## config.mk

```make
export PLATFORM = sky130hd
export DESIGN_NAME = i2s_play_ctrl
export DESIGN_NICKNAME = d
export VERILOG_FILES = /design/src/rtl/i2s_pkg.sv /design/src/rtl/i2s_clkgen.sv /design/src/rtl/i2s_play_ctrl.sv
export SDC_FILE = /design/constraint.sdc
export NUM_CORES = 1
export LEC_CHECK = 0
export CAP_MARGIN = 20
export CORE_MARGIN = 2
export CORE_UTILIZATION = 45
export DETAILED_ROUTE_END_ITERATION = 8
export GPL_TIMING_DRIVEN = 0
export PLACE_DENSITY = 0.65
export RECOVER_POWER = 100
export SYNTH_ARGS = -nofsm -noshare
export SYNTH_HDL_FRONTEND = slang
export SYNTH_HIERARCHICAL = 1
export SYNTH_SLANG_ARGS = --single-unit
```

## constraint.sdc

```tcl
create_clock -name clk -period 5.8 [get_ports clk]
set_input_delay 0.58 -clock clk [delete_from_list [all_inputs] [get_ports clk]]
set_output_delay 0.58 -clock clk [all_outputs]
set_load 0.02 [all_outputs]
```

## src/rtl/i2s_pkg.sv

```systemverilog
`default_nettype none
// +----------------------------------------------------------------------------+
// | i2s_pkg - shared state type and frame geometry for the I2S playback block. |
// | Rev 1.0                                                                    |
// +----------------------------------------------------------------------------+
package i2s_pkg;

    typedef enum logic [2:0] {
        IDLE   = 3'd0,
        PRIME0 = 3'd1,
        PRIME1 = 3'd2,
        RUN    = 3'd3,
        DRAIN  = 3'd4
    } state_t;

    localparam int WORDS          = 32;
    localparam int HALF_WORDS     = 16;
    localparam int BITS_PER_WORD  = 16;
    localparam int SCLK_PER_FRAME = 32;

endpackage
`default_nettype wire

```

## src/rtl/i2s_clkgen.sv

```systemverilog
`default_nettype none
// +----------------------------------------------------------------------------+
// | i2s_clkgen - sclk divider and ws generator with fall / end-of-frame strobes|
// | Rev 1.0                                                                    |
// +----------------------------------------------------------------------------+
module i2s_clkgen
    import i2s_pkg::*;
#(
    parameter int CLK_DIV = 8
) (
    input  logic clk,
    input  logic reset_n,
    input  logic en,
    input  logic drain,
    output logic sclk,
    output logic ws,
    output logic sclk_fall,
    output logic frame_end
);

    localparam int FW = $clog2(SCLK_PER_FRAME);
    localparam int WW = $clog2(BITS_PER_WORD);

    logic [7:0]    div_cnt;
    logic [FW-1:0] frame_cnt;
    logic          started;
    logic          div_wrap;

    assign div_wrap  = en && (div_cnt == 8'(CLK_DIV - 1));
    assign sclk_fall = div_wrap && sclk;
    // The very first fall raises ws but does not close a frame.
    assign frame_end = sclk_fall && started && (frame_cnt == '0);

    always_ff @(posedge clk or negedge reset_n) begin
        if (!reset_n) begin
            div_cnt   <= '0;
            frame_cnt <= '0;
            started   <= 1'b0;
            sclk      <= 1'b0;
            ws        <= 1'b0;
        end else if (!en) begin
            div_cnt   <= '0;
            frame_cnt <= '0;
            started   <= 1'b0;
            sclk      <= 1'b0;
            ws        <= 1'b0;
        end else begin
            div_cnt <= div_wrap ? 8'd0 : div_cnt + 8'd1;
            if (div_wrap)
                sclk <= ~sclk;
            if (sclk_fall) begin
                started   <= 1'b1;
                frame_cnt <= frame_cnt + FW'(1);
                if (frame_cnt[WW-1:0] == '0)
                    ws <= (drain && frame_end) ? 1'b0 : ~ws;
            end
        end
    end

endmodule
`default_nettype wire

```

## src/rtl/i2s_play_ctrl.sv

```systemverilog
`default_nettype none
// +----------------------------------------------------------------------------+
// | i2s_play_ctrl - I2S playback FSM with double-buffer refill handshake.      |
// | Optional underrun/timeout logic: `define I2S_PLAY_CTRL_UNDERRUN_EN. Rev 1.0|
// +----------------------------------------------------------------------------+
module i2s_play_ctrl
    import i2s_pkg::*;
#(
    parameter int CLK_DIV             = 8,
    parameter int FILL_TIMEOUT_EN_CYC = 0
) (
    input  logic       clk,
    input  logic       reset_n,
    input  logic       start,
    input  logic       stop,
    input  logic [4:0] play_addr,
    output logic       sclk,
    output logic       ws,
    output logic       fill_req,
    output logic       fill_half,
    input  logic       fill_ack,
    output logic       busy,
    output logic       underrun,
    input  logic       underrun_clr
);

    state_t state, state_nxt;
    logic   fill_req_nxt, fill_half_nxt;
    logic   drain_done, drain_done_nxt;
    logic   addr_msb_q;
    logic   half_cross;
    logic   clk_en, sclk_fall, frame_end, drain_end;
    logic   ur_set;
    logic   timeout;
    logic   unused_addr;

    assign unused_addr = ^play_addr[3:0];
    assign half_cross  = (state == RUN) && (play_addr[4] != addr_msb_q);
    assign clk_en      = (state == RUN) || ((state == DRAIN) && !drain_done);
    assign drain_end   = sclk_fall && frame_end;
    assign busy        = (state != IDLE);

    i2s_clkgen #(
        .CLK_DIV (CLK_DIV)
    ) u_clkgen (
        .clk       (clk),
        .reset_n   (reset_n),
        .en        (clk_en),
        .drain     (state == DRAIN),
        .sclk      (sclk),
        .ws        (ws),
        .sclk_fall (sclk_fall),
        .frame_end (frame_end)
    );

`ifdef I2S_PLAY_CTRL_UNDERRUN_EN
    localparam int TW = (FILL_TIMEOUT_EN_CYC > 1) ? $clog2(FILL_TIMEOUT_EN_CYC) : 1;

    logic [TW-1:0] to_cnt;
    logic          priming;

    assign priming = (state == PRIME0) || (state == PRIME1);
    assign timeout = (FILL_TIMEOUT_EN_CYC != 0) && priming && fill_req && !fill_ack
                   && (32'(to_cnt) == 32'(FILL_TIMEOUT_EN_CYC - 1));

    always_ff @(posedge clk or negedge reset_n) begin
        if (!reset_n)
            to_cnt <= '0;
        else if (priming && fill_req && !fill_ack)
            to_cnt <= to_cnt + TW'(1);
        else
            to_cnt <= '0;
    end

    always_ff @(posedge clk or negedge reset_n) begin
        if (!reset_n)
            underrun <= 1'b0;
        else if (ur_set)
            underrun <= 1'b1;
        else if (underrun_clr)
            underrun <= 1'b0;
    end
`else
    logic unused_cfg;

    assign timeout    = 1'b0;
    assign underrun   = 1'b0;
    assign unused_cfg = underrun_clr ^ ur_set ^ (FILL_TIMEOUT_EN_CYC != 0);
`endif

    always_comb begin
        state_nxt      = state;
        fill_req_nxt   = fill_req;
        fill_half_nxt  = fill_half;
        drain_done_nxt = 1'b0;
        ur_set         = 1'b0;
        if (fill_req && fill_ack)
            fill_req_nxt = 1'b0;
        unique case (state)
            IDLE: begin
                if (start)
                    state_nxt = PRIME0;
            end
            PRIME0, PRIME1: begin
                if (stop) begin
                    state_nxt    = IDLE;
                    fill_req_nxt = 1'b0;
                end else if (fill_req && fill_ack) begin
                    state_nxt = (state == PRIME0) ? PRIME1 : RUN;
                end else if (timeout) begin
                    state_nxt    = IDLE;
                    fill_req_nxt = 1'b0;
                    ur_set       = 1'b1;
                end else if (!fill_req) begin
                    fill_req_nxt  = 1'b1;
                    fill_half_nxt = (state == PRIME1);
                end
            end
            RUN: begin
                if (stop)
                    state_nxt = DRAIN;
                // A crossing that finds the previous refill still open is a miss.
                if (half_cross) begin
                    if (fill_req && !fill_ack) begin
                        ur_set = 1'b1;
                    end else begin
                        fill_req_nxt  = 1'b1;
                        fill_half_nxt = ~play_addr[4];
                    end
                end
            end
            DRAIN: begin
                drain_done_nxt = drain_done || drain_end;
                if (drain_done_nxt && !fill_req) begin
                    state_nxt      = IDLE;
                    drain_done_nxt = 1'b0;
                end
            end
            default: state_nxt = IDLE;
        endcase
    end

    always_ff @(posedge clk or negedge reset_n) begin
        if (!reset_n) begin
            state      <= IDLE;
            fill_req   <= 1'b0;
            fill_half  <= 1'b0;
            drain_done <= 1'b0;
            addr_msb_q <= 1'b0;
        end else begin
            state      <= state_nxt;
            fill_req   <= fill_req_nxt;
            fill_half  <= fill_half_nxt;
            drain_done <= drain_done_nxt;
            addr_msb_q <= play_addr[4];
        end
    end

endmodule
`default_nettype wire

```

Yosys cells after proc, flatten, opt, wreduce, memory -nomap -nowiden:

Cells that the tools add are included.

* memories: 0
* memory bits (read-only): 0
* input port bits: 11
* bits in latches: 0
* output and inout port bits: 6
* register bits after elaboration: 23
* memory bits (writable): 0
* logic and storage cells: 92

* reductions and logical operators: 25
* order comparisons: 0
* add/subtract/negate cells: 2
* div/mod/pow operators: 0
* shift-type cells: 0
* $mul: 0
* bitwise operators: 3
* eq/ne operators: 18
* multiplexer cells: 34

Operators with widths (count)
* 2-to-1 mux 1 bit: 22
* != test 2 bit (second input constant): 11
* 2-to-1 mux 8 bit: 2
* 2-to-1 mux 3 bit: 5
* case mux 3 bit (4 select lines): 1
* logical AND 1 bit: 11
* 2-to-1 mux 5 bit: 2
* adder 8 x 1 -> 8 bit (second input constant): 1
* == test 8 x 3 -> 1 bit (second input constant): 1
* == test 3 x 2 -> 1 bit (second input constant): 2
* AND reduction 6 bit: 1
* adder 5 x 1 -> 5 bit (second input constant): 1
* logical NOT 5 bit: 1
* logical NOT 4 bit: 1
* case mux 1 bit (2 select lines): 2
* AND reduction 4 bit: 1
* == test 3 x 1 -> 1 bit (second input constant): 1
* == test 3 bit (second input constant): 1
* logical NOT 1 bit: 3
* logical NOT 3 bit: 1
* != test 3 bit (second input constant): 1
* NOT 1 bit: 3
* nonzero test 3 bit: 1
* logical OR 1 bit: 2
* other kinds (4): 4

Depth between registers and ports, before layout:

Gate-level depths: netlist of the first run.

* depth in word-level cells: 12
* depth in mapped cells: 10
* mapped depth without buffers: 9

By module:

Netlist of the first run, hierarchy kept.

Modules (own cells, without submodules)
* i2s_clkgen: times used 1, area each 838.3 µm², sequential area each 400.4 µm², cells each 87
* i2s_play_ctrl: times used 1, area each 447.9 µm², sequential area each 175.2 µm², cells each 49

Least setup slack after synthesis of the first run:

No wires, ideal clock.

* path type: register -> register
* from: register state[0]
* to: register state[0]
* required time: 5673 ps
* buffers on the path: 1
* setup slack: 3182 ps
* period minus slack after synthesis: 2618 ps
* library setup time: 127 ps
* data arrival time: 2491 ps
* cell stages (with the launch flop): 10
* path through: dfrtp_1 > buf_4 > or3_4 > o22ai_1 > clkinv_1 > nor4b_1 > a21oi_1 > o21ai_1 > nand3_1 > mux2_1

* cells in the longest elaborated chain, start to end: 12
* elaborated cells between the ends (all ways): 24
* those cells by class: eq/ne: 8; mux: 4; reduce/logical: 12

Ends and longest elaborated chain
* from (decl): RTL line i2s_play_ctrl.sv:27 `state_t state, state_nxt;`
* from (signal assigned): RTL line i2s_play_ctrl.sv:151 `state <= state_nxt;`
* == test 3 bit: RTL line i2s_play_ctrl.sv:39 `assign clk_en = (state == RUN) || ((state == DRAIN) && !drain_done);`
* logical AND 1 bit: RTL line i2s_play_ctrl.sv:39
* logical OR 1 bit (*): RTL line i2s_play_ctrl.sv:39
* net clk_en: RTL line i2s_play_ctrl.sv:32 `logic clk_en, sclk_fall, frame_end, drain_end;`
* logical AND 1 bit (*): RTL line i2s_clkgen.sv:29 `assign div_wrap = en && (div_cnt == 8'(CLK_DIV - 1));`
* logical AND 1 bit (*): RTL line i2s_clkgen.sv:30 `assign sclk_fall = div_wrap && sclk;`
* logical AND 1 bit (*) (2 in a row): RTL line i2s_clkgen.sv:32 `assign frame_end = sclk_fall && started && (frame_cnt == '0);`
* net frame_end: RTL line i2s_play_ctrl.sv:32
* logical AND 1 bit (*): RTL line i2s_play_ctrl.sv:40 `assign drain_end = sclk_fall && frame_end;`
* logical OR 1 bit (*): RTL line i2s_play_ctrl.sv:133 `drain_done_nxt = drain_done || drain_end;`
* logical AND 1 bit (*): RTL line i2s_play_ctrl.sv:134 `if (drain_done_nxt && !fill_req) begin`
* != test 2 bit (no source line) (*)
* AND reduction 4 bit (no source line) (*)

Mark *: on every way through the listed nets, which the timed path passes. The rest lies on a longest branch. The select of a mux whose other input is x is not followed.
A chain may end at the register's enable or synchronous reset.

Final worst setup path of the first run:

Ends and elaborated chain as after synthesis.

==> results of run 1 <==
cell type report:
cell class,instances,share of cell area
Multi-Input combinational cell,96,0.432
Sequential cell,23,0.399
Timing Repair Buffer,11,0.0720
Tap cell,31,0.0269
Inverter,10,0.0260
Buffer,7,0.0252
Clock buffer,3,0.0156
Clock inverter,1,0.00347
stage by stage:
stage	util	instance area (um2)	instances	power [mW]	hold slack, ns
6_report	0.528	1440	182	0.473	0.521
3_5_place_dp	0.521	1430	177	0.412	0.506
3_3_place_gp	0.521	1430	177	0.407	0.497
4_1_cts	0.531	1450	181	0.488	0.526
5_1_grt	0.528	1440	182	0.508	0.531
2_1_floorplan	-	1290	136	0.352	0.284
placed cells by master (no fill, tap or decap), types with 2 or more instances in the layout:
cell type        synthesis  final
or3_1                    5      6
nand2b_1                 3      3
a211oi_1                 2      2
nand3_1                  9      9
inv_1                    9      9
xnor2_1                  2      2
a21oi_1                 12     12
clkdlybuf4s50_1          0      2
or4_1                    3      3
ha_1                     3      3
xor2_1                   3      3
o21ai_0                  7      9
buf_4                    3      2
clkbuf_4                 0      3
nand4_1                  2      2
dfrtp_1                 23     23
buf_2                    3      2
nand2_1                  5      5
nor4b_1                  2      2
dlygate4sd3_1            0      8
o31ai_1                  2      2
clkbuf_1                 1      4
nor2_1                  10     10
o22ai_1                  2      2
metal layers:
metal  track usage  routed length, um
met5             0                  0
met4        0.0764                 35
met3        0.0272                 75
met2         0.281               1270
met1         0.220               1160
where the power goes:
part           switching [mW]  internal (mW)  leakage [nW]
Sequential             0.0151          0.179         0.313
Clock                  0.0482         0.0257        0.0177
Combinational           0.120         0.0853         0.249
Total                   0.183          0.290         0.580
path summary, 6_finish.rpt:
| kind | start | endpoint | slack [ns] |
|---|---|---|---|
| max in group asynchronous | reset_n | state[0] | 4.08 |
| max | state[0] | state[0] | 2.49 |
| min | u_clkgen/div_cnt[0] | u_clkgen/div_cnt[0] | 0.52 |
| min in group asynchronous | reset_n | u_clkgen/frame_cnt[0] | 0.54 |
| max reg2reg | state[0] | state[0] | 2.49 |
| min reg2reg | u_clkgen/div_cnt[0] | u_clkgen/div_cnt[0] | 0.52 |
cell families (layout without fill, tap and decap cells):
kind of cell             Yosys count  after routing  synth area share
buffers and inverters             17             32            0.0613
AND/OR/NAND/NOR                   48             48             0.221
adder cells (fa/ha/maj)            3              3            0.0292
other                              1              1           0.00292
flip-flops                        23             23             0.447
multiplexers                       3              3            0.0253
AO/OA/AOI/OAI                     36             36             0.179
XOR/XNOR                           5              5            0.0341
worst max-delay path: cells and delay by family, from the launching register on:
family          cells  cell delay [ns]
simple gates        3             0.99
buf+inv             2             0.61
compound gates      3             0.87
mux                 1             0.33
flops               1             0.40
==> flow_summary.toml, run 1 <==
[yosys]
ys_seq_area_frac = 0.447
synth_fp_nets = 150
yosysMostFrequentCell = "dfrtp_1"
synth_area_um2 = 1290
synth_common_cells = "dfrtp_1, a21oi_1, nor2_1, inv_1, nand3_1"
ys_types = 45
synthTopCellsByArea = "dfrtp_1, a21oi_1, nand3_1"
synth-edff-count = 0
synth_warnings = 6
ys_ff_latch = 23
yosys.area.top_type = "dfrtp_1"
synth_top_area_share = 0.447
ys_async_sr_fraction = 1.00
yosys_most_used_dff = "dfrtp_1"
syn-instance-count = 136
avgSynthCellArea_um2 = 9.46

[final_layout]
multi_input_area_um2 = 623
seq_area_um2 = 576
top_register = "u_clkgen/div_cnt"
top_regs = "u_clkgen/div_cnt (8), u_clkgen/frame_cnt (5), state (3)"
num-fill-cells = 258
layout.nets = 166
n_antenna_cell = 0
drive_above_1_share = 0.0728
largest_reg_flops = 8
syn_to_final_growth_pct = 12.2

[worst_setup_path]
reg2regPathDepth = 9
path_class = "flop to flop"
cp_slowest_cell = "or3_1"
path_max_fanout = 10
cp-end-kind = "flop"
worstPathRequired_ns = 6.00
start_kind = "flop"
cp_cell_sequence = "clkbuf_1, or3_1, o22ai_1, clkinv_1, nor4b_1, a21oi_1, o21ai_0, nand3_1, mux2_1"
max_stage_delay_ns = 0.46
arrival_ns = 3.51

[floorplan]
die_x_um = 57.5
rows = 19
die-area_um2 = 3300
ios = 17
initial_core_util = 0.470
die_y_um = 57.5
coreArea_um2 = 2730

[clock_network]
cts_tree = "built"
clock_path_buffers = 2
htreeDepth = 1
worstSkewPairLatency_ns = 0.31
clkTransAtPathRegs_ns = 0.13
post_cts_resized = 0
post_cts_buffers = 0
numCtsBuffers = 3
hold_buffers = 0
cts-root-buf = "clkbuf_4"
cts_num_sinks = 23

[timing]
maxSlewHeadroom = 0.333
finalSetupViolCount = 0
skew_ns = 0.00801
worst_pin_slew_ns = 1.00
period_needed_ns = 3.31
rsz0062_at_grt = "false"
hold_violations = 0
tns_ns = 0
fmax_ghz = 0.302
final.period_utilization = 0.571
maxSlewViolCount = 0
worst_slack_ns = 2.49

[routing]
drc = 0
vias_per_cell = 5.99
detail-route-antenna-nets = 0
vias = 1090
drtIter0Drc = 36
firstDrtPassIters = 4
avgRoutedWirePerCell_um = 14.0
finalWirelength_um = 2550

[global_routing]
track_usage = 0.170
grt_first_pass_wirelength_um = 4340
first_global_vias = 1003
grt_max_degree = 24
overflow = 0
antenna_found_initial = 0

[pwr]
irDropWorstVdd_mv = 0.235
p_leak_nw = 0.580
power_density_nw_per_um2 = 328

[worst_hold_path]
hold_depth = 1
hold_class = "flop to flop"

[placement]
io_buffers = 10
place_congestion = 0.774
hpwl_um = 1880
dpl_worst_slack_ns = 2.71

[flow_run]
maxCapViolCount = 0

[status]
status = "completed"
(Power assumes the default switching activity.)
==> run 2, diff against run 1 <==
==> constraint.sdc (replaced) <==
create_clock -name clk -period 3.1 [get_ports clk]
set_input_delay 0.31 -clock clk [delete_from_list [all_inputs] [get_ports clk]]
set_output_delay 0.31 -clock clk [all_outputs]
set_load 0.02 [all_outputs]
==> flow_summary.toml, run 2 (same netlist as run 1, synthesis figures left out) <==
[placement]
place_congestion = 0.774
dpl_worst_slack_ns = 0.0133
hpwl_um = 1880
io_buffers = 10

[final_layout]
num-fill-cells = 256
largest_reg_flops = 8
final_cell_mix = "dfrtp_1, a21oi_1, nor2_1"
final_common_cell = "dfrtp_1"
n_antenna_cell = 0
layout.nets = 166
drive_above_1_share = 0.0993
top_regs = "u_clkgen/div_cnt (8), u_clkgen/frame_cnt (5), state (3)"
syn_to_final_growth_pct = 13.4
top_register = "u_clkgen/div_cnt"

[clock_network]
htreeDepth = 1
cts-root-buf = "clkbuf_4"
clock_path_buffers = 2
numCtsBuffers = 3
post_cts_buffers = 0
hold_buffers = 0
cts_tree = "built"
cts_num_sinks = 23
clkTransAtPathRegs_ns = 0.13
worstSkewPairLatency_ns = 0.31

[worst_setup_path]
path_max_fanout = 5
max_stage_delay_ns = 0.55
worstPathRequired_ns = 3.30
path_class = "flop to flop"
ff2ff_setup_slack_ns = 0.33
start_kind = "flop"
arrival_ns = 2.98
cp_cell_sequence = "ha_1, nor4b_1, nand4_1, nor4b_1, a21oi_1, o21ai_1, nand3_1, mux2_1"
cpMostUsedCell = "nor4b_1"
cp-end-kind = "flop"
cp_slowest_cell = "nor4b_1"
cp_top_family = "simple AND/OR/NAND/NOR gates"
crit_buf_inv = 0

[worst_hold_path]
hold_class = "primary input to asynchronous set/reset pin"

[routing]
finalWirelength_um = 2570
wl_met1_um = 1180
wl_met2_um = 1290
detail-route-antenna-nets = 0
drc = 0
drtIter0Drc = 23
firstDrtPassIters = 4
avgRoutedWirePerCell_um = 14.1
vias_per_cell = 5.90
top_layer = "met4"
vias = 1073
met3WireLength_um = 63

[timing]
hold_violations = 0
maxSlewHeadroom = 0.328
fmax_ghz = 0.361
worst_slack_ns = 0.328
period_needed_ns = 2.77
tns_ns = 0
rsz0062_at_grt = "false"
worst_pin_slew_ns = 1.01
skew_ns = 0.00580
finalSetupViolCount = 0
maxSlewViolCount = 0
final.period_utilization = 0.894

[global_routing]
track_usage = 0.170
antenna_found_initial = 0
first_global_vias = 1003
grt_first_pass_wirelength_um = 4340
overflow = 0
grt_max_degree = 24

[floorplan]
coreArea_um2 = 2730
initial_core_util = 0.470
ios = 17
die-area_um2 = 3300
die_x_um = 57.5
rows = 19
die_y_um = 57.5

[pwr]
p_leak_nw = 0.589
fin_total_pwr_mw = 0.904
power_density_nw_per_um2 = 620
irDropWorstVdd_mv = 0.444

[status]
status = "completed"

[flow_run]
maxCapViolCount = 0
-- run 2: cell types whose count changed in the layout (fill, tap and decap cells not counted) --
cell,delta
buf_4,+1
clkbuf_1,-1
clkdlybuf4s50_1,+1
clkinv_1,-1
clkinv_2,+1
dlygate4sd3_1,-1
o21ai_0,-1
o21ai_1,+1
o22ai_1,-1
o22ai_2,+1
or3_1,-1
or3_4,+1
-- run 2: metrics by stage --
step	cell area [um2]	std cells	hold WS [ns]	util
4_1_cts	1450	181	0.495	0.532
3_5_place_dp	1430	177	0.506	0.521
5_1_grt	1460	182	0.261	0.534
6_report	1460	182	0.271	0.534
2_1_floorplan	1290	136	0.0144	-
3_3_place_gp	1430	177	0.497	0.521
-- run 2: worst paths after layout --
path | depth (start not counted) | end | start
worst max-delay path | 8 | state[0] | u_clkgen/div_cnt[0]
worst min-delay path | 1 | u_clkgen/frame_cnt[0] | reset_n
worst max register to register | 8 | state[0] | u_clkgen/div_cnt[0]
worst min register to register | 1 | u_clkgen/div_cnt[0] | u_clkgen/div_cnt[0]
max in group asynchronous | 2 | state[0] | reset_n
min in group clk | 1 | u_clkgen/div_cnt[0] | u_clkgen/div_cnt[0]
-- run 2: where the power goes --
part	internal [mW]	switching, mW	leakage, nW
Clock	0.0482	0.0913	0.0177
Sequential	0.335	0.0285	0.313
Combinational	0.172	0.229	0.259
-- run 2: layout make-up --
type,instances,area [um2],share of cell area
Clock inverter,1,5.00,0.00343
Multi-Input combinational cell,96,634,0.435
Sequential cell,23,576,0.395
Tap cell,31,38.8,0.0266
Buffer,7,40.0,0.0274
Inverter,10,38.8,0.0266
Timing Repair Buffer,11,104,0.0712
Clock buffer,3,22.5,0.0154
-- run 2: per-layer routing --
layer  vias up  GRT usage
li1        529          -
met1       527      0.220
met2        13      0.281
met3         4     0.0272
met4         0     0.0764
met5         -          0
-- run 2: repair_timing --
item                                    4_1_cts  5_1_grt
gates resized for setup                       1        1
endpoints found under the setup margin        1        1
cloned                                        0        0
